`src/rtl/pdm_cic_pkg.sv`:
```
// pdm_cic_pkg: shared types and helpers for the PDM CIC sequencer
// Contents: serialiser state enum, channel-index width helper.
package pdm_cic_pkg;

    typedef enum logic {IDLE, SEND} seq_state_t;

    // Width of an index over n items, never less than one bit.
    function automatic int chan_w(input int n);
        return (n > 1) ? $clog2(n) : 1;
    endfunction

endpackage

```
`src/rtl/pdm_clk_gen.sv`:
```
// pdm_clk_gen: PDM microphone clock divider and per-edge CIC step strobes
// Ports:
//   clk, rst  system clock, asynchronous active-high reset
//   enable    run the divider; when low the clock parks at 0 and no strobes fire
//   pdm_clk   registered microphone clock, period 2*CLK_DIV cycles
//   ena_hi    one-cycle pulse after the last cycle of the high phase
//   ena_lo    one-cycle pulse after the last cycle of the low phase
module pdm_clk_gen #(
    parameter int CLK_DIV = 16
) (
    input  logic clk,
    input  logic rst,
    input  logic enable,
    output logic pdm_clk,
    output logic ena_hi,
    output logic ena_lo
);

    localparam int DW = $clog2(CLK_DIV);

    logic [DW-1:0] div;
    logic          wrap;

    always_comb wrap = div == DW'(CLK_DIV - 1);

    always_ff @(posedge clk or posedge rst)
        if (rst) begin
            div     <= '0;
            pdm_clk <= 1'b0;
            ena_hi  <= 1'b0;
            ena_lo  <= 1'b0;
        end else if (!enable) begin
            div     <= '0;
            pdm_clk <= 1'b0;
            ena_hi  <= 1'b0;
            ena_lo  <= 1'b0;
        end else begin
            div     <= wrap ? '0 : div + DW'(1);
            pdm_clk <= wrap ? ~pdm_clk : pdm_clk;
            // pdm_clk holds the phase that is ending, so the strobes are exclusive
            ena_hi  <= wrap && pdm_clk;
            ena_lo  <= wrap && !pdm_clk;
        end

endmodule

```
`src/rtl/pdm_cic_sequencer.sv`:
```
// pdm_cic_sequencer: PDM timing master, decimation strobe and frame serialiser for a CIC bank
// Ports:
//   clk, rst              system clock, asynchronous active-high reset
//   enable                run the PDM clock and CIC strobes
//   pdm_clk, ena_hi/lo    microphone clock and CIC step strobes
//   ch_data               CIC outputs, channel k at [k*SAMPLE_W +: SAMPLE_W]
//   out_data/chan/first   current stream word, its channel, start-of-frame marker
//   out_valid, out_ready  valid/ready stream handshake
//   overrun, clr_overrun  sticky dropped-frame flag and its synchronous clear
module pdm_cic_sequencer
    import pdm_cic_pkg::*;
#(
    parameter int N_CH     = 8,
    parameter int SAMPLE_W = 8,
    parameter int CLK_DIV  = 16,
    parameter int DECIM    = 32
) (
    input  logic                     clk,
    input  logic                     rst,
    input  logic                     enable,
    output logic                     pdm_clk,
    output logic                     ena_hi,
    output logic                     ena_lo,
    input  logic [N_CH*SAMPLE_W-1:0] ch_data,
    output logic [SAMPLE_W-1:0]      out_data,
    output logic [chan_w(N_CH)-1:0]  out_chan,
    output logic                     out_first,
    output logic                     out_valid,
    input  logic                     out_ready,
    output logic                     overrun,
    input  logic                     clr_overrun
);

    localparam int CW = chan_w(N_CH);
    localparam int DW = chan_w(DECIM);

    seq_state_t          state, state_n;
    logic [DW-1:0]       dec;
    logic [CW-1:0]       idx, idx_n;
    logic [SAMPLE_W-1:0] shadow [N_CH];
    logic                snap, dec_last, xfer, last, load, drop;

    pdm_clk_gen #(.CLK_DIV(CLK_DIV)) u_clk_gen (
        .clk     (clk),
        .rst     (rst),
        .enable  (enable),
        .pdm_clk (pdm_clk),
        .ena_hi  (ena_hi),
        .ena_lo  (ena_lo)
    );

    always_comb begin
        dec_last = dec == DW'(DECIM - 1);
        xfer     = out_valid && out_ready;
        last     = idx == CW'(N_CH - 1);
        // a snapshot landing on the final transfer starts the next frame back-to-back
        load     = snap && (state == IDLE || (xfer && last));
        drop     = snap && !load;
        idx_n    = last ? '0 : idx + CW'(1);
    end

    // snap trails the dec wrap by one cycle so the CIC output register has settled
    always_ff @(posedge clk or posedge rst)
        if (rst) begin
            dec  <= '0;
            snap <= 1'b0;
        end else begin
            snap <= ena_lo && dec_last;
            if (ena_lo) dec <= dec_last ? '0 : dec + DW'(1);
        end

    always_ff @(posedge clk or posedge rst)
        if (rst) state <= IDLE;
        else     state <= state_n;

    always_comb begin
        state_n = state;
        if (load)              state_n = SEND;
        else if (xfer && last) state_n = IDLE;
    end

    always_comb out_valid = state == SEND;

    always_ff @(posedge clk or posedge rst)
        if (rst) begin
            for (int i = 0; i < N_CH; i++) shadow[i] <= '0;
            idx       <= '0;
            out_data  <= '0;
            out_chan  <= '0;
            out_first <= 1'b0;
            overrun   <= 1'b0;
        end else begin
            if (load) begin
                for (int i = 0; i < N_CH; i++) shadow[i] <= ch_data[i*SAMPLE_W +: SAMPLE_W];
                idx       <= '0;
                out_data  <= ch_data[SAMPLE_W-1:0];
                out_chan  <= '0;
                out_first <= 1'b1;
            end else if (xfer) begin
                idx       <= idx_n;
                out_data  <= shadow[idx_n];
                out_chan  <= idx_n;
                out_first <= 1'b0;
            end
            // a drop in the same cycle as a clear leaves the flag set
            overrun <= drop | (overrun & ~clr_overrun);
        end

endmodule

```
`config.mk`:
```
export PLATFORM = sky130hd
export DESIGN_NAME = pdm_cic_sequencer
export DESIGN_NICKNAME = d
export VERILOG_FILES = /design/src/rtl/pdm_cic_pkg.sv /design/src/rtl/pdm_clk_gen.sv /design/src/rtl/pdm_cic_sequencer.sv
export SDC_FILE = /design/constraint.sdc
export NUM_CORES = 1
export LEC_CHECK = 0
export ABC_AREA = 1
export CORE_UTILIZATION = 50
export CTS_CLUSTER_DIAMETER = 30
export DETAILED_ROUTE_END_ITERATION = 6
export PLACE_DENSITY = 0.78
export SKIP_LAST_GASP = 1
export SLEW_MARGIN = 10
export SYNTH_ARGS = -nofsm -noshare
export SYNTH_HDL_FRONTEND = slang
export SYNTH_HIERARCHICAL = 1
export SYNTH_SLANG_ARGS = --single-unit
```
`constraint.sdc`:
```
create_clock -name clk -period 4.3 [get_ports clk]
set_input_delay 0.43 -clock clk [delete_from_list [all_inputs] [get_ports clk]]
set_output_delay 0.43 -clock clk [all_outputs]
set_load 0.02 [all_outputs]
```
Word level (Yosys, flattened, before mapping)

Index checks and enable logic that the tools add are counted.

Register bits: 91
Input bits: 69
Output and inout port bits: 17
Logic and storage cells: 64

Add/sub/neg operators: 3
Order comparisons: 1
Eq/ne operators: 4
Multiplexer cells: 19
Bitwise operators: 6
Reduce and logical (&&, ||, !) cells: 12

Operator list:

| cell                                           | number |
|---|---|
| 2-to-1 mux 8 bit                               | 4 |
| binary-select mux 8 bit (select 3 bit)         | 1 |
| 2-to-1 mux 3 bit                               | 3 |
| 2-to-1 mux 1 bit                               | 8 |
| 2-to-1 mux 4 bit                               | 2 |
| logical AND 1 bit                              | 7 |
| adder 5 x 1 -> 5 bit (second input constant)   | 1 |
| == test 5 bit (second input constant)          | 1 |
| 2-to-1 mux 5 bit                               | 1 |
| adder 4 x 1 -> 4 bit (second input constant)   | 1 |
| == test 4 bit (second input constant)          | 1 |
| >= comparator 4 bit (second input constant)    | 1 |
| NOT 3 -> 4 bit                                 | 1 |
| nonzero test 2 bit                             | 2 |
| adder 3 x 1 -> 3 bit (second input constant)   | 1 |
| == test 3 bit (second input constant)          | 1 |
| NOT 1 bit                                      | 3 |
| logical NOT 1 bit                              | 2 |
| != test 2 x 1 -> 1 bit (second input constant) | 1 |
| bitwise AND 1 bit                              | 1 |
| logical OR 1 bit                               | 1 |
| bitwise OR 1 bit                               | 1 |

Logic depth before layout (Yosys ltp)

Gate-level depths: netlist of the first run.

Depth after elaboration: 8
Mapped depth: 10
Mapped depth without buffers: 9

Modules after synthesis

The synthesis of the first run kept the hierarchy.

Modules (own cells, without submodules):

| module            | instances | cells an instance | area an instance (um2) | sequential area each (um2) |
|---|---|---|---|---|
| pdm_cic_sequencer | 1         | 517               | 4047.6                 | 2102.0 |
| pdm_clk_gen       | 1         | 29                | 296.5                  | 175.2 |

Worst setup path before layout of the first run

No wires, ideal clock.

Path type: reg2reg
Start: register idx[0]
End: register out_data[1]
Setup time: 0.077 ns
Arrival: 1.679 ns
Data required time: 4.223 ns
Path slack: 2.544 ns
Cell stages (with the launch flop): 9
Path buffers: 1
Clock period less this slack: 1.756 ns
Path through: dfrtp_1 > ha_1 > ha_1 > nor2_2 > buf_2 > nand3_1 > nand3_1 > nand3_1 > a21oi_1

Word-level cells in the longest chain between the ends: 8
Elaborated cells on any way between the ends: 13
Classes of those cells: 1 x add/sub; 1 x eq/ne; 6 x mux; 1 x bitwise; 4 x reduce/logical

Ends and longest elaborated chain:

| what                                                  | line                                             | text |
|---|---|---|
| start, declared                                       | pdm_cic_sequencer.sv:39                          | `logic [CW-1:0] idx, idx_n;` |
| start signal, assigned                                | pdm_cic_sequencer.sv:100                         | `idx <= idx_n;` |
| adder 3 x 1 -> 3 bit or == test 3 bit (tied branches) | pdm_cic_sequencer.sv:59, pdm_cic_sequencer.sv:55 |  |
| 2-to-1 mux 3 bit                                      | pdm_cic_sequencer.sv:59                          | `idx_n = last ? '0 : idx + CW'(1);` |
| NOT 3 -> 4 bit (implied by the code)                  | pdm_cic_sequencer.sv:101                         | `out_data <= shadow[idx_n];` |
| binary-select mux 8 bit (select 3 bit)                | pdm_cic_sequencer.sv:101                         |  |
| 2-to-1 mux 8 bit (implied by the code) (2 in series)  | pdm_cic_sequencer.sv:101                         |  |
| 2-to-1 mux 8 bit                                      | pdm_cic_sequencer.sv:99                          | `end else if (xfer) begin` |
| 2-to-1 mux 8 bit                                      | pdm_cic_sequencer.sv:93                          | `if (load) begin` |
| end signal, assigned                                  | pdm_cic_sequencer.sv:96                          | `out_data <= ch_data[SAMPLE_W-1:0];` |
| end signal, assigned                                  | pdm_cic_sequencer.sv:101                         |  |
| end, declared                                         | pdm_cic_sequencer.sv:25                          | `output logic [SAMPLE_W-1:0] out_data,` |

Parallel ways exist; a longest one is shown, timed or not. The select of a mux whose other input is x is not followed.
A chain may end at the register's enable or synchronous reset.

Worst setup path in the final report of the first run

Start: register idx[0]
End: register shadow[35] in the netlist's numbering

Word-level cells in the longest chain between the ends: 4

Ends and longest elaborated chain:

| what              | line                    | text |
|---|---|---|
| == test 3 bit     | pdm_cic_sequencer.sv:55 | `last = idx == CW'(N_CH - 1);` |
| logical AND 1 bit | pdm_cic_sequencer.sv:57 | `load = snap && (state == IDLE \|\| (xfer && last));` |
| logical OR 1 bit  | pdm_cic_sequencer.sv:57 |  |
| logical AND 1 bit | pdm_cic_sequencer.sv:57 |  |
| end, declared     | pdm_cic_sequencer.sv:40 | `logic [SAMPLE_W-1:0] shadow [N_CH];` |

Every way passes these cells.

==> flow_summary.yaml, run 1 <==
floorplanning:
  die_w_um: 95.2
  io_pins: 86
  start_util_pct: 52.3
  coreArea_um2: 8300
  die_h_um: 95.2
  dieArea_um2: 9060
  row_count: 33
synthesis:
  synth_seq_cells: 91
  yosysWarningCount: 6
  ys_types: 25
  synth_cells: 546
  ys_seq_area_share_pct: 52.4
  synth_area_per_cell_um2: 7.96
  synth_area_um2: 4340
  syn_nets: 620
final_layout:
  fin_cells: 730
  final_util_pct: 65.2
  seqCellArea_um2: 2280
  multiInputGateArea_um2: 1520
  diodes: 0
  fill_cells: 736
  fin_area_um2: 5410
  drive_gt1_share_pct: 4.96
  syn_to_final_growth_pct: 24.5
  nets: 694
clocking:
  cts.path.max_buffers: 2
  cts_setup_buffers: 0
  cts_sinks: 91
  numCtsBuffers: 9
  cts_root_buf: "clkbuf_8"
  clkTransAtPathRegs_ns: 0.08
  cts_resized: 0
  clkLatencyLatePin_ns: 0.36
  cts_tree: "done"
  htreeDepth: 3
  cts_hold_buffers: 0
power:
  pwr-share-comb_pct: 39.7
  seqPwrFrac_pct: 37.7
  p_leak_nw: 2.61
  powerDensity_nw_per_um2: 503
  power.switching_mw: 1.04
  p_sw_share_pct: 38.2
  power_frac_clock_pct: 22.6
  power_mw: 2.72
  max-vdd-ir-drop_v: 0.000309
  power.internal_mw: 1.68
global_route:
  met1_usage_pct: 31.7
  gr-usage-met3_pct: 3.35
  overflow: 0
  grt_busiest_layer: "met2"
  grt_max_degree: 85
  use_met2_pct: 40.4
  antenna_found_initial: 0
  grt_first_pass_wirelength_um: 16700
  grt_pass1_vias: 3657
  grtUsageTotal_pct: 24.0
critical_path:
  ff2ff_path_depth: 9
  required_ns: 4.57
  crit_path_end_kind: "flop"
  critPathKind: "reg -> reg"
  arrival_ns: 3.31
  rr_endpoint: "shadow[35]"
  critPathMaxFanout: 84
  startpoint: "idx[0]"
  r2r-start: "idx[0]"
  cp-start-kind: "flop"
  reg2reg_slack_ns: 1.26
detailed_routing:
  wire_per_inst_um: 13.5
  firstDrtPassIters: 7
  vias_per_cell: 5.08
  antenna_left: 0
  drtIter0Drc: 260
  routed_wirelength_um: 9820
  via_count: 3707
  drc: 0
worst_hold_path:
  hp-class: "in -> async"
placed_design:
  routabilityCongestion: 0.854
  dp.cells: 714
  post-dp-hpwl_um: 7110
  dpl_cell_area_um2: 5200
  io_buffers: 85
sta:
  finalMaxSlewViolations: 0
  setup_viol: 0
  fmax_ghz: 0.329
  rsz0062_at_grt: "no"
  setup_tns_ns: 0
  timing.final.crit_period_ns: 3.04
  maxSlewHeadroom_pct: 46.3
  fin_skew_ns: 0.0132
  hold_viol: 0
  fin_crit_sh_pct: 70.7
  worst_pin_slew_ns: 0.806
run:
  drv_cap: 0
outcome:
  status: "finished clean"
## synthesized netlist by cell type
cell type | number | share of area [%]
o21ai_2 | 1 | 0.20
nand3_1 | 62 | 7.1
ha_1 | 5 | 1.4
nand4_1 | 1 | 0.14
nor3b_2 | 1 | 0.29
nand2_2 | 3 | 0.43
or2_2 | 1 | 0.14
nor2_1 | 12 | 1.0
nand3_2 | 1 | 0.23
clkbuf_1 | 7 | 0.60
inv_2 | 2 | 0.17
buf_1 | 1 | 0.086
dfrtp_1 | 91 | 52
o22ai_1 | 1 | 0.14
nand2_1 | 141 | 12
buf_2 | 9 | 1.0
buf_4 | 2 | 0.35
mux2i_1 | 1 | 0.23
o21ai_0 | 50 | 5.8
o21ai_1 | 29 | 3.3
inv_1 | 100 | 8.6
nor2_2 | 3 | 0.43
a21oi_1 | 10 | 1.2
nor3_1 | 5 | 0.58
buf_6 | 7 | 1.8
## state kept, by name, indices dropped and copies added (netlist names)
name / flops
dec: 5
idx: 3
out_data: 8
out_first: 1
out_valid: 1
overrun: 1
shadow: 64
snap: 1
u_clk_gen/div: 4
u_clk_gen/ena_hi: 1
u_clk_gen/ena_lo: 1
u_clk_gen/pdm_clk: 1
## worst max path at each step
stage                            end  slack [ns]
after global placement    shadow[41]        1.43
after CTS                 shadow[35]        1.28
final                     shadow[35]        1.26
after detailed placement  shadow[35]        1.31
after global routing       shadow[0]        0.97
after floorplan               dec[0]        1.70
## layout by cell type (no fill, tap or decap), drive strengths merged, types with 5 or more instances in the layout
master,n
ha,5
o21ai,80
clkbuf,11
a21oi,10
dfrtp,91
clkdlybuf4s50,85
nand2,144
nand3,63
nor2,15
inv,101
nor3,5
## critical path, stage by stage, from the launching register on
cell and delay, ns:
dfrtp_1 0.78, ha_1 0.26, ha_1 0.22, inv_2 0.07, o21ai_2 0.18, nand2_2 0.37, inv_2 0.49, buf_12 0.34
nand2_1 0.10, o21ai_0 0.09
## power groups by stage
stage               Sequential, mW  Clock (mW)  Combinational, mW
floorplan                     1.07           0              0.668
global placement              1.04           0               1.05
detailed placement            1.04           0               1.08
CTS                           1.03       0.626               1.08
global route                  1.04       0.660               1.20
finish                        1.03       0.616               1.08
## logic make-up after synthesis
family,after synthesis,synth area share [%]
AND/OR/NAND/NOR,230,22.6
buffers and inverters,128,12.7
AO/OA/AOI/OAI,91,10.6
flip-flops,91,52.4
adder cells (fa/ha/maj),5,1.44
multiplexers,1,0.230
## routing by layer
layer | vias up | part of all wire (%) | routed length [µm]
met3 | 14 | 4.9 | 484
met4 | 0 | 1.7 | 165
li1 | 1838 | - | -
met1 | 1739 | 44 | 4290
met5 | - | 0 | 0
met2 | 116 | 50 | 4880
## per-stage QoR
step,setup WS (ns),hold slack [ns]
final,1.26,0.368
after global placement,1.43,0.463
after CTS,1.28,0.367
after floorplan,1.70,0.233
after global routing,0.972,0.398
after detailed placement,1.31,0.469
## area by class of cell
type                    instances  area share, %
multi-input cells             327           28.0
clock inverters                 5           1.43
repair buffers                 89           16.5
flip-flops and latches         91           42.1
well taps                     105           2.43
clock buffers                  11           2.43
inverters                     102           7.10
No activity file was read; power rests on OpenSTA's default activity.
==> inputs of run 2 (changes only) <==
==> constraint.sdc (replaced) <==
create_clock -name clk -period 3.05 [get_ports clk]
set_input_delay 0.305 -clock clk [delete_from_list [all_inputs] [get_ports clk]]
set_output_delay 0.305 -clock clk [all_outputs]
set_load 0.02 [all_outputs]
==> flow_summary.yaml, run 2 (synthesized netlist as in run 1, its figures left out) <==
floorplanning:
  die_w_um: 95.2
  io_pins: 86
  start_util_pct: 52.3
  row_count: 33
  coreArea_um2: 8300
  dieArea_um2: 9060
  die_h_um: 95.2
final_layout:
  multiInputGateArea_um2: 1520
  largest_reg_flops: 64
  layout_common_cells: "nand2_1 (141), inv_1 (99), dfrtp_1 (91)"
  top_regs: "shadow: 64 flops, out_data: 8 flops, dec: 5 flops"
  fin_area_um2: 5430
  seqCellArea_um2: 2280
  diodes: 0
  nets: 696
  syn_to_final_growth_pct: 25.0
  fin_cells: 732
  final_common_cell: "nand2_1"
  fill_cells: 723
  drive_gt1_share_pct: 5.58
  top_register: "shadow"
sta:
  fmax_ghz: 0.465
  timing.final.crit_period_ns: 2.15
  finalMaxSlewViolations: 0
  maxSlewHeadroom_pct: 53.1
  hold_viol: 0
  whs_ns: 0.227
  worst_pin_slew_ns: 0.703
  rsz0062_at_grt: "no"
  setup_viol: 0
  fin_skew_ns: 0.0137
  fin_crit_sh_pct: 70.5
  setup_tns_ns: 0
global_route:
  antenna_found_initial: 0
  grt_pass1_vias: 3607
  grt_first_pass_wirelength_um: 16200
  overflow: 0
  grtUsageTotal_pct: 23.6
  grt_max_degree: 113
detailed_routing:
  firstDrtPassIters: 4
  wl_met3_um: 473
  drc: 0
  wl_met2_um: 4740
  antenna_left: 0
  routed_wirelength_um: 9570
  via_count: 3638
  wire_per_inst_um: 13.1
  top_layer_used: "met4"
  vias_per_cell: 4.97
  wl_met1_um: 4170
  drtIter0Drc: 226
critical_path:
  crit_path_end_kind: "flop"
  path_cells: "ha_1 -> ha_1 -> nor2_2 -> nand3_1 -> nand3_1 -> nand3_1 -> a21oi_1"
  required_ns: 3.34
  critPathKind: "reg -> reg"
  cp_slowest_cell: "nor2_2"
  cp-start-kind: "flop"
  arrival_ns: 2.44
  worst-path-buf-inv: 0
  critPathMaxFanout: 17
  critPathTopFamily: "simple AND/OR/NAND/NOR gates"
  r2r-start: "idx[0]"
  startpoint: "idx[0]"
  critical_path.max_stage_delay_ns: 0.58
  path_common_cell: "nand3_1"
clocking:
  cts_root_buf: "clkbuf_8"
  cts_setup_buffers: 0
  clkLatencyLatePin_ns: 0.37
  htreeDepth: 3
  cts_tree: "done"
  cts_sinks: 91
  cts_hold_buffers: 0
  numCtsBuffers: 9
  cts_resized: 0
  cts.path.max_buffers: 2
  clkTransAtPathRegs_ns: 0.10
run:
  drv_cap: 0
power:
  max-vdd-ir-drop_v: 0.000581
  p_leak_nw: 2.62
  powerDensity_nw_per_um2: 701
placed_design:
  dp.cells: 716
  io_buffers: 85
  dpl_cell_area_um2: 5230
  post-dp-hpwl_um: 6970
  routabilityCongestion: 0.863
worst_hold_path:
  hp-class: "in -> async"
outcome:
  status: "finished clean"
run 2: layout make-up:
type / count / share of cell area, %
Inverter: 102 / 7.08
Clock inverter: 7 / 1.41
Timing Repair Buffer: 91 / 17.0
Sequential cell: 91 / 41.9
Tap cell: 105 / 2.42
Clock buffer: 9 / 2.28
Multi-Input combinational cell: 327 / 27.9
run 2: worst register-to-register path: stages, from the launching register on:
cell	delay [ns]
dfrtp_1	0.41
ha_1	0.21
ha_1	0.23
nor2_2	0.58
nand3_1	0.25
nand3_1	0.15
nand3_1	0.11
a21oi_1	0.14
run 2: worst paths after layout:
kind | cells past startpoint | slack (ns) | to
hold reg to reg | 2 | 0.49 | shadow[56]
setup / recovery | 7 | 0.90 | out_data[5]
max in group asynchronous | 3 | 1.98 | out_data[2]
min in group clk | 3 | 0.48 | shadow[14]
setup reg to reg | 7 | 0.90 | out_data[5]
hold / removal | 2 | 0.23 | u_clk_gen/ena_hi
run 2: stage by stage:
step | utilization [%] | power (mW) | setup slack, ns
2_1_floorplan | - | 2.45 | 0.580
3_3_place_gp | 63.0 | 2.97 | 0.988
3_5_place_dp | 63.0 | 3.01 | 0.923
4_1_cts | 65.4 | 3.84 | 0.894
5_1_grt | 65.4 | 4.08 | 0.648
6_report | 65.4 | 3.80 | 0.899
run 2: where the power goes:
part / switching (mW) / internal [mW] / total, mW
logic: 0.976 / 0.594 / 1.57
registers: 0.0849 / 1.33 / 1.41
clock network: 0.438 / 0.382 / 0.821
run 2: per-layer routing:
| metal | GRT usage [%] | vias to the layer above |
|---|---|---|
| li1 | - | 1844 |
| met1 | 29.5 | 1691 |
| met2 | 40.3 | 87 |
| met3 | 4.78 | 16 |
| met4 | 8.71 | 0 |
| met5 | 0 | - |
